===== src/rtl/counter_event_mon_if.sv =====
// Event record stream from counter_event_mon to its consumer: valid/ready handshake
// carrying a 2-bit record type and the 8-bit counter value captured with it.
interface counter_event_mon_if;
    logic       evt_valid_out;
    logic       evt_ready_in;
    logic [1:0] evt_type_out;
    logic [7:0] evt_value_out;

    modport master (
        output evt_valid_out,
        output evt_type_out,
        output evt_value_out,
        input  evt_ready_in
    );

    modport slave (
        input  evt_valid_out,
        input  evt_type_out,
        input  evt_value_out,
        output evt_ready_in
    );
endinterface


===== src/rtl/counter_event_mon.sv =====
// Watches an 8-bit counter for overflow and wrap events and queues typed records in a FIFO.
// Define COUNTER_EVT_MON_CMP_EVT_EN to add the cmp_in port and compare-match (CMP) events.
module counter_event_mon #(
    parameter int FIFO_DEPTH = 4
) (
    input  logic                 clk_in,
    input  logic                 rst_in,
    input  logic                 en_ctrl_in,
    input  logic [7:0]           counter_in,
    input  logic                 ovf_in,
`ifdef COUNTER_EVT_MON_CMP_EVT_EN
    input  logic [7:0]           cmp_in,
`endif
    counter_event_mon_if.master  evt_if,
    output logic [15:0]          ovf_cnt_out,
    output logic [7:0]           drop_cnt_out,
    output logic                 fifo_full_out
);
    localparam int PTR_W = $clog2(FIFO_DEPTH);
    localparam int CNT_W = PTR_W + 1;

    localparam logic [1:0] TYPE_OVF     = 2'b00;
    localparam logic [1:0] TYPE_CMP     = 2'b01;
    localparam logic [1:0] TYPE_WRAP_UP = 2'b10;
    localparam logic [1:0] TYPE_WRAP_DN = 2'b11;

    // Previous-sample history
    logic [7:0]       cnt_prev_reg;
    logic             ovf_prev_reg;

    // FIFO storage and bookkeeping
    logic [9:0]       mem [FIFO_DEPTH];
    logic [PTR_W-1:0] wr_ptr_reg;
    logic [PTR_W-1:0] rd_ptr_reg;
    logic [PTR_W-1:0] rd_ptr_next;
    logic [CNT_W-1:0] count_reg;
    logic [CNT_W-1:0] count_next;
    logic [9:0]       head_reg;

    // Statistics
    logic [15:0]      ovf_cnt_reg;
    logic [15:0]      ovf_cnt_next;
    logic [7:0]       drop_cnt_reg;
    logic [7:0]       drop_cnt_next;
    logic [8:0]       drop_sum;

    // Detection and push arbitration
    logic             det_en;
    logic             ovf_det;
    logic             wrap_up_det;
    logic             wrap_dn_det;
    logic             cmp_det;
    logic             push_valid;
    logic [1:0]       push_type;
    logic [9:0]       push_rec;
    logic [1:0]       lower_cnt;
    logic [1:0]       drop_inc;
    logic             pop;
    logic             push_accept;
    logic             push_discard;
    logic             fifo_full;
    logic             fifo_empty;
    logic             head_load_push;
    logic             head_load_mem;

    // Nothing is detected in a reset cycle, so the history and FIFO come up clean.
    assign det_en      = en_ctrl_in & ~rst_in;
    assign ovf_det     = det_en & ovf_in & ~ovf_prev_reg;
    assign wrap_up_det = det_en & (cnt_prev_reg == 8'hFF) & (counter_in == 8'h00);
    assign wrap_dn_det = det_en & (cnt_prev_reg == 8'h00) & (counter_in == 8'hFF);

`ifdef COUNTER_EVT_MON_CMP_EVT_EN
    assign cmp_det = det_en & (counter_in == cmp_in) & (counter_in != cnt_prev_reg);
`else
    assign cmp_det = 1'b0;
`endif

    always_comb begin
        push_valid = 1'b1;
        push_type  = TYPE_OVF;
        lower_cnt  = 2'd0;
        if (wrap_up_det) begin
            push_type = TYPE_WRAP_UP;
            lower_cnt = {1'b0, ovf_det} + {1'b0, cmp_det};
        end else if (wrap_dn_det) begin
            push_type = TYPE_WRAP_DN;
            lower_cnt = {1'b0, ovf_det} + {1'b0, cmp_det};
        end else if (ovf_det) begin
            push_type = TYPE_OVF;
            lower_cnt = {1'b0, cmp_det};
        end else if (cmp_det) begin
            push_type = TYPE_CMP;
        end else begin
            push_valid = 1'b0;
        end
    end

    assign push_rec = {push_type, counter_in};

    assign fifo_empty   = (count_reg == '0);
    assign fifo_full    = (count_reg == CNT_W'(FIFO_DEPTH));
    assign pop          = ~fifo_empty & evt_if.evt_ready_in;
    // A full FIFO still takes a push when the head leaves in the same cycle.
    assign push_accept  = push_valid & (~fifo_full | pop);
    assign push_discard = push_valid & ~push_accept;
    assign count_next   = count_reg + CNT_W'(push_accept) - CNT_W'(pop);
    assign rd_ptr_next  = rd_ptr_reg + PTR_W'(1);

    // Outranked events and a rejected push can coincide: up to three drops per cycle.
    assign drop_inc      = lower_cnt + {1'b0, push_discard};
    assign drop_sum      = {1'b0, drop_cnt_reg} + {7'd0, drop_inc};
    assign drop_cnt_next = drop_sum[8] ? 8'hFF : drop_sum[7:0];
    assign ovf_cnt_next  = (ovf_det && (ovf_cnt_reg != 16'hFFFF)) ? ovf_cnt_reg + 16'd1
                                                                    : ovf_cnt_reg;

    // The head register mirrors mem[rd_ptr]; it is refilled from the array or the push path.
    always_comb begin
        head_load_push = 1'b0;
        head_load_mem  = 1'b0;
        if (fifo_empty) begin
            head_load_push = push_accept;
        end else if (pop) begin
            if (count_reg > CNT_W'(1)) begin
                head_load_mem = 1'b1;
            end else begin
                head_load_push = push_accept;
            end
        end
    end

    always_ff @(posedge clk_in) begin
        if (push_accept) begin
            mem[wr_ptr_reg] <= push_rec;
        end
    end

    always_ff @(posedge clk_in) begin
        if (rst_in) begin
            cnt_prev_reg <= 8'h00;
            ovf_prev_reg <= 1'b0;
            wr_ptr_reg   <= '0;
            rd_ptr_reg   <= '0;
            count_reg    <= '0;
            head_reg     <= '0;
            ovf_cnt_reg  <= 16'h0000;
            drop_cnt_reg <= 8'h00;
        end else begin
            cnt_prev_reg <= counter_in;
            ovf_prev_reg <= ovf_in;
            if (push_accept) begin
                wr_ptr_reg <= wr_ptr_reg + PTR_W'(1);
            end
            if (pop) begin
                rd_ptr_reg <= rd_ptr_next;
            end
            count_reg <= count_next;
            if (head_load_mem) begin
                head_reg <= mem[rd_ptr_next];
            end else if (head_load_push) begin
                head_reg <= push_rec;
            end
            ovf_cnt_reg  <= ovf_cnt_next;
            drop_cnt_reg <= drop_cnt_next;
        end
    end

    assign evt_if.evt_valid_out = ~fifo_empty;
    assign evt_if.evt_type_out  = head_reg[9:8];
    assign evt_if.evt_value_out = head_reg[7:0];
    assign ovf_cnt_out          = ovf_cnt_reg;
    assign drop_cnt_out         = drop_cnt_reg;
    assign fifo_full_out        = fifo_full;

endmodule


===== src/flat_wrapper.sv =====
// flat-port wrapper written by rule: the top's interface ports become plain ports
module counter_event_mon_flat 
#(
    parameter int FIFO_DEPTH = 4
)
  (clk_in, rst_in, en_ctrl_in, counter_in, ovf_in, ovf_cnt_out, drop_cnt_out, fifo_full_out, evt_if_evt_valid_out, evt_if_evt_type_out, evt_if_evt_value_out, evt_if_evt_ready_in);
  counter_event_mon_if evt_if_i ();
  input  logic clk_in;
  input  logic rst_in;
  input  logic en_ctrl_in;
  input  logic [7:0] counter_in;
  input  logic ovf_in;
  output logic [15:0] ovf_cnt_out;
  output logic [7:0] drop_cnt_out;
  output logic fifo_full_out;
  output wire logic [$bits(evt_if_i.evt_valid_out)-1:0] evt_if_evt_valid_out;
  output wire logic [$bits(evt_if_i.evt_type_out)-1:0] evt_if_evt_type_out;
  output wire logic [$bits(evt_if_i.evt_value_out)-1:0] evt_if_evt_value_out;
  input wire logic [$bits(evt_if_i.evt_ready_in)-1:0] evt_if_evt_ready_in;
  assign evt_if_evt_valid_out = evt_if_i.evt_valid_out;
  assign evt_if_evt_type_out = evt_if_i.evt_type_out;
  assign evt_if_evt_value_out = evt_if_i.evt_value_out;
  assign evt_if_i.evt_ready_in = evt_if_evt_ready_in;
  counter_event_mon #(.FIFO_DEPTH(FIFO_DEPTH)) u_core (.clk_in(clk_in), .rst_in(rst_in), .en_ctrl_in(en_ctrl_in), .counter_in(counter_in), .ovf_in(ovf_in), .evt_if(evt_if_i), .ovf_cnt_out(ovf_cnt_out), .drop_cnt_out(drop_cnt_out), .fifo_full_out(fifo_full_out));
endmodule

===== config.mk =====
export PLATFORM = sky130hd
export DESIGN_NAME = counter_event_mon_flat
export DESIGN_NICKNAME = d
export VERILOG_FILES = /design/src/rtl/counter_event_mon_if.sv /design/src/rtl/counter_event_mon.sv /design/src/flat_wrapper.sv
export SDC_FILE = /design/constraint.sdc
export NUM_CORES = 1
export LEC_CHECK = 0
export ABC_AREA = 1
export BUFFER_PORTS_ARGS = -buffer_cell sky130_fd_sc_hd__buf_2
export CAP_MARGIN = 30
export CORE_UTILIZATION = 63
export CTS_BUF_LIST = sky130_fd_sc_hd__clkbuf_8 sky130_fd_sc_hd__clkbuf_16
export DETAILED_ROUTE_END_ITERATION = 8
export GPL_ROUTABILITY_DRIVEN = 0
export PLACE_DENSITY = 0.95
export SKIP_LAST_GASP = 1
export SLEW_MARGIN = 10
export SYNTH_ARGS = -nofsm -noshare
export SYNTH_HDL_FRONTEND = slang
export SYNTH_SLANG_ARGS = --single-unit

===== constraint.sdc =====
create_clock -name clk_in -period 5.97 [get_ports clk_in]
set_input_delay 0.2985 -clock clk_in [delete_from_list [all_inputs] [get_ports clk_in]]
set_output_delay 0.2985 -clock clk_in [all_outputs]
set_load 0.02 [all_outputs]

==> results of run 1 <==
==> cells in the mapped netlist (all sizes together) <==
master and number:
nor2 70, nor4 2, dfxtp 50, a31oi 1, nand3 35, edfxtp 40, o21ai 25, clkinv 5
clkbuf 9, xnor2 5, xor2 7, a211oi 1, or2 1, nor3 7, nor3b 1, a21oi 33
fa 2, inv 80, buf 8, nand4 3, nand2 123, o211ai 6, ha 12, and3 2
==> stage by stage <==
step	hold WS (ns)	setup WS (ns)	instances
2_1_floorplan	0.397	3.35	528
5_1_grt	0.156	2.88	657
6_report	0.149	3.10	657
3_3_place_gp	0.462	2.94	639
3_5_place_dp	0.468	2.78	639
4_1_cts	0.156	3.13	655
==> logic make-up (layout without fill, tap and decap cells) <==
| family | Yosys count | in the layout |
|---|---|---|
| and+or+nand+nor | 244 | 244 |
| buffers and inverters | 102 | 151 |
| DFF | 90 | 90 |
| AOI/OAI and AO/OA | 66 | 66 |
| adders and majority gates | 14 | 14 |
| xor gates and xnor gates | 12 | 12 |
==> layer usage <==
metal	up-vias	global-route usage	wire, um
met1	1644	0.336	3960
met4	0	0.159	368
met2	217	0.443	4680
met3	42	0.0496	714
li1	1758	-	-
met5	-	0	0
==> power by group <==
part / switching, mW / total (mW) / internal (mW)
Combinational: 0.322 / 0.473 / 0.152
Sequential: 0.0490 / 0.742 / 0.693
Clock: 0.218 / 0.390 / 0.172
Total: 0.589 / 1.61 / 1.02
==> cell usage in the layout (no fill, tap or decap) <==
| master | instances |
|---|---|
| nor3b_1 | 1 |
| nor2_2 | 1 |
| inv_2 | 4 |
| o21ai_0 | 20 |
| nand2_1 | 118 |
| buf_2 | 48 |
| nor4_2 | 1 |
| nand2_4 | 3 |
| nand3_1 | 32 |
| nor2_1 | 68 |
| clkinv_4 | 1 |
| dfxtp_1 | 50 |
| inv_1 | 75 |
| fa_1 | 2 |
| inv_6 | 1 |
| a31oi_1 | 1 |
| buf_4 | 2 |
| nand3_2 | 1 |
| nand3_4 | 2 |
| nor4_1 | 1 |
| a21oi_1 | 33 |
| ha_1 | 12 |
| clkinv_1 | 5 |
| nor3_2 | 3 |
| nand2_2 | 2 |
| a211oi_1 | 1 |
| nand4_1 | 3 |
| o211ai_2 | 6 |
| edfxtp_1 | 40 |
| xnor2_1 | 5 |
| nor2_4 | 1 |
| and3_1 | 2 |
| xor2_1 | 7 |
| clkinv_2 | 4 |
| or2_1 | 1 |
| clkbuf_8 | 11 |
| o21ai_1 | 5 |
| nor3_1 | 4 |
==> area by class of cell <==
cell class / instances / area [sq um] / area share
sequential: 90 / 2200 / 0.457
multi-input combinational: 336 / 1760 / 0.364
inverter: 85 / 324 / 0.0673
timing repair buffer: 50 / 255 / 0.0530
clock buffer: 11 / 151 / 0.0314
tap: 80 / 100 / 0.0208
clock inverter: 5 / 28.8 / 0.00597
==> critical path, cell delays in order <==
cell	delay (ns)
buf_2	0.45
inv_6	0.18
nand2_4	0.12
inv_2	0.04
nand2_2	0.08
inv_2	0.05
nand3_4	0.07
nand3_4	0.08
nand3_1	0.09
inv_1	0.06
ha_1	0.29
ha_1	0.21
fa_1	0.41
and3_1	0.23
nand3_1	0.14
nor3_2	0.09
o21ai_0	0.19
inv_1	0.05
==> worst paths after layout <==
path                            start                      to  slack, ns  depth (start not counted)
setup / recovery               rst_in  u_core.drop_cnt_out[5]       3.10                         18
hold / removal                 ovf_in     u_core.ovf_prev_reg       0.15                          3
setup reg to reg  u_core.count_reg[0]  u_core.drop_cnt_out[5]       3.15                         11
hold reg to reg    u_core.head_reg[6]      u_core.head_reg[6]       0.49                          2
==> flow_metrics.py, run 1 <==
metrics = {
    "cells_and_area": {
        "fin_area_sq_mm": 0.00482,
        "fin_util": 0.713,
        "fill_cells": 471,
        "largest_reg_flops": 40,
        "drive_gt1_frac": 0.158,
        "nets": 599,
        "antenna_cells": 0,
        "area_growth_pct": 9.91,
    },
    "global_routing": {
        "grt_pass1_wl_mm": 15.2,
        "grt_pass1_vias": 3424,
        "grt_max_degree": 29,
        "grt_usage": 0.270,
        "antenna_found_initial": 0,
        "grt_overflow": 0,
    },
    "route": {
        "routed_wl_mm": 9.73,
        "dr.pass1.iters": 6,
        "dr.first_iter.drc_count": 361,
        "via_count": 3661,
        "drc": 0,
        "viasPerCell": 5.57,
        "wire_per_inst_um": 14.8,
        "postRouteAntennaNets": 0,
    },
    "sta": {
        "fin_tns_setup_ns": 0,
        "slew_viol_final": 0,
        "fin_crit_sh": 0.480,
        "tightest_slew_ns": 0.991,
        "maxSlewHeadroom": 0.337,
        "period_needed_ns": 2.87,
        "rsz0062_at_grt": "no",
        "hold_viol_final": 0,
        "fmax_mhz": 349,
        "skew_ns": 0.0157,
        "setup_viol": 0,
    },
    "floorplan": {
        "start_util": 0.649,
        "ioPinCount": 49,
        "fp.coreArea_sq_mm": 0.00676,
        "row_count": 30,
        "die-area_sq_mm": 0.00729,
        "die_h_um": 85.4,
        "die_width_um": 85.4,
    },
    "synth": {
        "synth-compound-area-share": 0.0865,
        "yosys.area_share.simple": 0.247,
        "yosys.area.top_type": "edfxtp_1",
        "synth_top_area_share": 0.274,
        "synth_fa_ha_area_frac": 0.0434,
        "syn-mean-instance-area_sq_um": 8.30,
        "synth_top_family_by_area": "simple AND/OR/NAND/NOR gates",
        "ys_seq_elements": 90,
        "syn_area_sq_mm": 0.00438,
        "synth_area_leaders": "edfxtp_1, dfxtp_1, nand2_1",
        "synth_nets": 555,
        "yosys.cell_types.count": 37,
        "synth-xor-area-share": 0.0240,
        "synthCells": 528,
        "yosysSeqAreaShare": 0.502,
        "muxShareOfSynthArea": 0,
        "synth_warnings": 0,
    },
    "pwr": {
        "ir_drop_v": 0.000152,
        "total_power_mw": 1.61,
        "p_leak_nw": 2.22,
        "power_density_mw_per_mm2": 333,
    },
    "placed_design": {
        "place_hpwl_mm": 6.60,
        "placed_area_sq_mm": 0.00462,
        "portBuffers": 48,
    },
    "clock_network": {
        "cts.sinks": 90,
        "post_cts_buffers": 0,
        "clockBufferDepth": 2,
        "insertion_delay_ns": 0.37,
        "cts_root_buffer": "clkbuf_8",
        "clkTransAtPathRegs_ns": 0.10,
        "cts_hold_buf": 0,
        "cts.repair.resized": 0,
        "htreeDepth": 3,
        "cts_tree": "done",
        "cts_made_buffers": 9,
    },
    "critical_path": {
        "required_ns": 6.24,
        "setup.worst_path.class": "input port to flip-flop",
        "critPathCaptureType": "flip-flop",
        "start_kind": "input port",
        "crit_arrival_ns": 3.14,
        "crit_fanout": 28,
    },
    "status": {
        "outcome": "completed",
    },
    "min_path": {
        "hold_path_class": "input port to flip-flop",
    },
    "job": {
        "maxCapViolCount": 0,
    },
}
No activity file was read; power rests on OpenSTA's default activity.
==> run 2, diff against run 1 <==
Settings changed: CORE_UTILIZATION 63 to 58, PLACE_DENSITY 0.95 to 0.9.
Clock period 5.97 ns to 2.75 ns, I/O delays scaled along.
==> flow_metrics.py, run 2 (synthesis results as in run 1) <==
metrics = {
    "critical_path": {
        "r2r_cells": 15,
        "cpMaxStageDelayCell": "fa_2",
        "start_kind": "flip-flop",
        "setup.worst_path.class": "flip-flop to flip-flop",
        "critPathCaptureType": "flip-flop",
        "crit_arrival_ns": 2.85,
        "crit_fanout": 5,
        "cp_num_buf_inv": 2,
        "required_ns": 3.01,
        "rrSetupSlack_ns": 0.17,
        "crit_chain": "nor2_1 > nand2_1 > nor2_1 > nand3_2 > nand3_4 > nand3_1 > inv_1 > ha_1 > ha_1 > fa_2 > and3_1 > nand3_2 > nor3_2 > o21ai_0 > inv_1",
        "cpPeakStageDelay_ns": 0.36,
        "cp_top_family": "simple AND/OR/NAND/NOR gates",
        "r2r-end": "u_core.drop_cnt_out[5]",
        "r2r-start": "u_core.cnt_prev_reg[4]",
    },
    "cells_and_area": {
        "multi_input_area_sq_mm": 0.00177,
        "drive_gt1_frac": 0.179,
        "final_cell_mix": "nand2_1, inv_1, nor2_1, dfxtp_1, buf_2",
        "fin_area_sq_mm": 0.00499,
        "final_common_cell": "nand2_1",
        "largest_reg_flops": 40,
        "area_growth_pct": 13.8,
        "seq_area_sq_mm": 0.00220,
        "nets": 613,
        "antenna_cells": 0,
        "fill_cells": 550,
    },
    "route": {
        "via_count": 3729,
        "postRouteAntennaNets": 0,
        "dr.pass1.iters": 6,
        "drc": 0,
        "wire_per_inst_um": 14.5,
        "routed_wl_mm": 9.98,
        "dr.first_iter.drc_count": 413,
        "viasPerCell": 5.40,
    },
    "sta": {
        "tightest_slew_ns": 0.610,
        "fin_crit_sh": 0.939,
        "slew_viol_final": 0,
        "fmax_mhz": 387,
        "period_needed_ns": 2.58,
        "maxSlewHeadroom": 0.592,
        "rsz0062_at_grt": "no",
        "skew_ns": 0.0127,
        "hold_viol_final": 0,
        "setup_viol": 0,
        "fin_tns_setup_ns": 0,
        "whs_ns": 0.0228,
        "layout_setup_ws_ns": 0.168,
    },
    "pwr": {
        "ir_drop_v": 0.000419,
        "p_leak_nw": 2.29,
        "power_density_mw_per_mm2": 730,
    },
    "placed_design": {
        "placed_area_sq_mm": 0.00475,
        "place_hpwl_mm": 6.60,
        "dp_slack_ns": 0.0845,
        "portBuffers": 48,
    },
    "global_routing": {
        "grt_pass1_vias": 3471,
        "grt_pass1_wl_mm": 15.8,
        "grt_overflow": 0,
        "grt_usage": 0.270,
        "grt_max_degree": 24,
        "antenna_found_initial": 0,
    },
    "floorplan": {
        "die_h_um": 88.9,
        "die_width_um": 88.9,
        "ioPinCount": 49,
        "row_count": 31,
        "die-area_sq_mm": 0.00791,
        "fp.coreArea_sq_mm": 0.00729,
        "start_util": 0.601,
    },
    "min_path": {
        "hp-start": "rst_in",
        "holdPathEnd": "u_core.ovf_prev_reg",
        "hold_path_class": "input port to flip-flop",
        "hold_depth": 2,
    },
    "clock_network": {
        "htreeDepth": 3,
        "cts_made_buffers": 9,
        "clockBufferDepth": 2,
        "cts_root_buffer": "clkbuf_8",
        "cts.sinks": 90,
        "clkTransAtPathRegs_ns": 0.09,
        "insertion_delay_ns": 0.37,
        "cts_tree": "done",
    },
    "job": {
        "maxCapViolCount": 0,
    },
    "status": {
        "outcome": "completed",
    },
}
run 2: how the worst max path moves through the flow:
stage / start / end / slack, ns / cells past startpoint
3_3_place_gp: counter_in[1] / u_core.drop_cnt_out[5] / 0.25 / 16
4_1_cts: u_core.cnt_prev_reg[6] / u_core.drop_cnt_out[5] / 0.03 / 16
3_5_place_dp: counter_in[1] / u_core.drop_cnt_out[5] / 0.08 / 16
6_report: u_core.cnt_prev_reg[4] / u_core.drop_cnt_out[5] / 0.17 / 15
5_1_grt: u_core.cnt_prev_reg[6] / u_core.drop_cnt_out[2] / 0.006 / 16
2_1_floorplan: u_core.count_reg[0] / u_core.drop_cnt_out[5] / 0.13 / 11
run 2: what timing repair did:
item                                    4_1_cts  5_1_grt
endpoints found under the hold margin         1        0
endpoints found under the setup margin        0        8
resized for setup                             0        5
hold buffers                                  1        0
setup buffers                                 0        1
run 2: metrics by stage:
step                total power [mW]  utilization  instances
floorplan                       2.45            -        528
global placement                2.65        0.652        672
detailed placement              2.71        0.652        672
CTS                             3.63        0.681        689
global route                    3.83        0.684        690
finish                          3.64        0.684        690
run 2: cell type report:
class,instances,area share
Multi-Input combinational cell,336,0.355
Timing Repair Buffer,64,0.0727
Inverter,85,0.0650
Sequential cell,90,0.441
Clock buffer,11,0.0303
Tap cell,99,0.0248
Clock inverter,5,0.0108
run 2: layer usage:
metal,share of wire,up-vias,global-route usage
met1,0.39,1728,0.323
met2,0.50,178,0.457
met3,0.074,35,0.0517
met4,0.033,0,0.156
li1,-,1788,-
met5,0,-,0
run 2: power breakdown:
part           switching (mW)  internal (mW)  total [mW]  leakage [nW]
clock                   0.461          0.465       0.925         0.103
sequential             0.0587           1.50        1.56         0.774
combinational           0.780          0.375        1.15          1.41
total                    1.30           2.34        3.64          2.29
==> run 3, diff against run 2 <==
==> constraint.sdc (replaced) <==
create_clock -name clk_in -period 2.75 [get_ports clk_in]
set_input_delay 0.275 -clock clk_in [delete_from_list [all_inputs] [get_ports clk_in]]
set_output_delay 0.275 -clock clk_in [all_outputs]
set_load 0.02 [all_outputs]
==> flow_metrics.py, run 3 (synthesis results as in run 1) <==
metrics = {
    "pwr": {
        "p_leak_nw": 2.31,
        "power_density_mw_per_mm2": 736,
        "total_power_mw": 3.69,
        "ir_drop_v": 0.000431,
    },
    "sta": {
        "period_needed_ns": 2.57,
        "fmax_mhz": 389,
        "fin_crit_sh": 0.934,
        "tightest_slew_ns": 0.613,
        "setup_viol": 0,
        "maxSlewHeadroom": 0.590,
        "hold_viol_final": 0,
        "whs_ns": 0.136,
        "slew_viol_final": 0,
        "skew_ns": 0.0126,
        "rsz0062_at_grt": "no",
    },
    "cells_and_area": {
        "final_cell_mix": "nand2_1, inv_1, nor2_1, dfxtp_1, buf_2",
        "fin_util": 0.687,
        "fin_area_sq_mm": 0.00501,
        "antenna_cells": 0,
        "fill_cells": 564,
        "stdcell_count": 691,
        "multi_input_area_sq_mm": 0.00177,
        "area_growth_pct": 14.3,
        "drive_gt1_frac": 0.182,
        "largest_reg_flops": 40,
        "nets": 614,
        "seq_area_sq_mm": 0.00220,
        "final_common_cell": "nand2_1",
    },
    "clock_network": {
        "htreeDepth": 3,
        "cts_tree": "done",
        "cts_made_buffers": 9,
        "cts_root_buffer": "clkbuf_8",
        "cts_hold_buf": 0,
        "post_cts_buffers": 0,
        "insertion_delay_ns": 0.37,
        "clockBufferDepth": 2,
        "clkTransAtPathRegs_ns": 0.09,
        "cts.sinks": 90,
    },
    "route": {
        "via_count": 3677,
        "viasPerCell": 5.32,
        "wire_per_inst_um": 13.8,
        "routed_wl_mm": 9.52,
        "dr.first_iter.drc_count": 394,
        "postRouteAntennaNets": 0,
        "dr.pass1.iters": 6,
        "drc": 0,
    },
    "floorplan": {
        "start_util": 0.601,
        "fp.coreArea_sq_mm": 0.00729,
        "ioPinCount": 49,
        "die-area_sq_mm": 0.00791,
        "die_h_um": 88.9,
        "die_width_um": 88.9,
        "row_count": 31,
    },
    "global_routing": {
        "grt_max_degree": 24,
        "antenna_found_initial": 0,
        "grt_usage": 0.258,
        "grt_overflow": 0,
        "grt_pass1_wl_mm": 15.3,
        "grt_pass1_vias": 3349,
    },
    "critical_path": {
        "required_ns": 3.02,
        "rrSetupSlack_ns": 0.18,
        "setup.worst_path.class": "flip-flop to flip-flop",
        "start_kind": "flip-flop",
        "r2r_cells": 15,
        "r2r-end": "u_core.drop_cnt_out[5]",
        "crit_arrival_ns": 2.84,
        "crit_fanout": 5,
        "cp-startpoint": "u_core.cnt_prev_reg[4]",
        "cp-endpoint": "u_core.drop_cnt_out[5]",
        "critPathCaptureType": "flip-flop",
        "r2r-start": "u_core.cnt_prev_reg[4]",
    },
    "placed_design": {
        "portBuffers": 48,
        "place_inst": 675,
        "placed_area_sq_mm": 0.00477,
        "place_hpwl_mm": 6.46,
    },
    "job": {
        "maxCapViolCount": 0,
    },
    "min_path": {
        "hold_path_class": "input port to flip-flop",
    },
    "status": {
        "outcome": "completed",
    },
}
-- run 3: cell count changes in the layout (fill, tap and decap cells not counted), sizes merged --
cell,previous run,this run
bufinv,1,0
inv,81,82
dlygate4sd3,1,0
clkinvlp,2,0
buf,63,65
clkbuf,11,13
-- run 3: stage by stage --
| step | setup slack, ns | TNS [ns] |
|---|---|---|
| CTS | 0.0665 | 0 |
| finish | 0.183 | 0 |
| detailed placement | -0.0298 | -0.0537 |
| global route | 0.00910 | 0 |
| global placement | 0.100 | 0 |
| floorplan | 0.126 | 0 |
-- run 3: repair_timing --
action	4_1_cts	5_1_grt
gates resized for setup	0	3
endpoints found under the hold margin	0	0
endpoints found under the setup margin	0	8
-- run 3: worst min path at each step --
stage                     slack [ns]  cells after the start                from                endpoint
after detailed placement        0.46                      2  u_core.head_reg[0]      u_core.head_reg[0]
final                           0.14                      3              ovf_in     u_core.ovf_prev_reg
after floorplan                 0.37                      0       counter_in[0]        u_core.mem[0][0]
after global routing            0.14                      3       counter_in[3]  u_core.cnt_prev_reg[3]
after CTS                       0.14                      3              ovf_in     u_core.ovf_prev_reg
after global placement          0.46                      2  u_core.head_reg[7]      u_core.head_reg[7]
-- run 3: per-layer routing --
metal	vias up	track usage	routed length [um]
li1	1791	-	-
met1	1699	0.332	4040
met2	159	0.415	4580
met3	28	0.0462	613
met4	0	0.141	293
met5	-	0	0
-- run 3: critical path: stages (launching register included) --
cell and delay [ns]:
dfxtp_1 0.32, nor2_1 0.10, nand2_1 0.09, nor2_2 0.13, nand3_2 0.14, nand3_4 0.12, nand3_1 0.07, inv_1 0.07
ha_1 0.23, ha_1 0.22, fa_2 0.37, and3_1 0.23, nand3_2 0.09, nor3_2 0.07, o21ai_0 0.16, inv_1 0.05
-- run 3: final cells by class --
cell class / count / share of cell area
Sequential cell: 90 / 0.439
Clock inverter: 3 / 0.00300
Timing Repair Buffer: 65 / 0.0734
Multi-Input combinational cell: 336 / 0.352
Clock buffer: 13 / 0.0424
Inverter: 85 / 0.0647
Tap cell: 99 / 0.0247
-- run 3: report_power, final --
part / switching [mW] / internal, mW / total, mW
clock network: 0.473 / 0.515 / 0.988
logic: 0.767 / 0.373 / 1.14
registers: 0.0563 / 1.50 / 1.56
total: 1.30 / 2.39 / 3.69
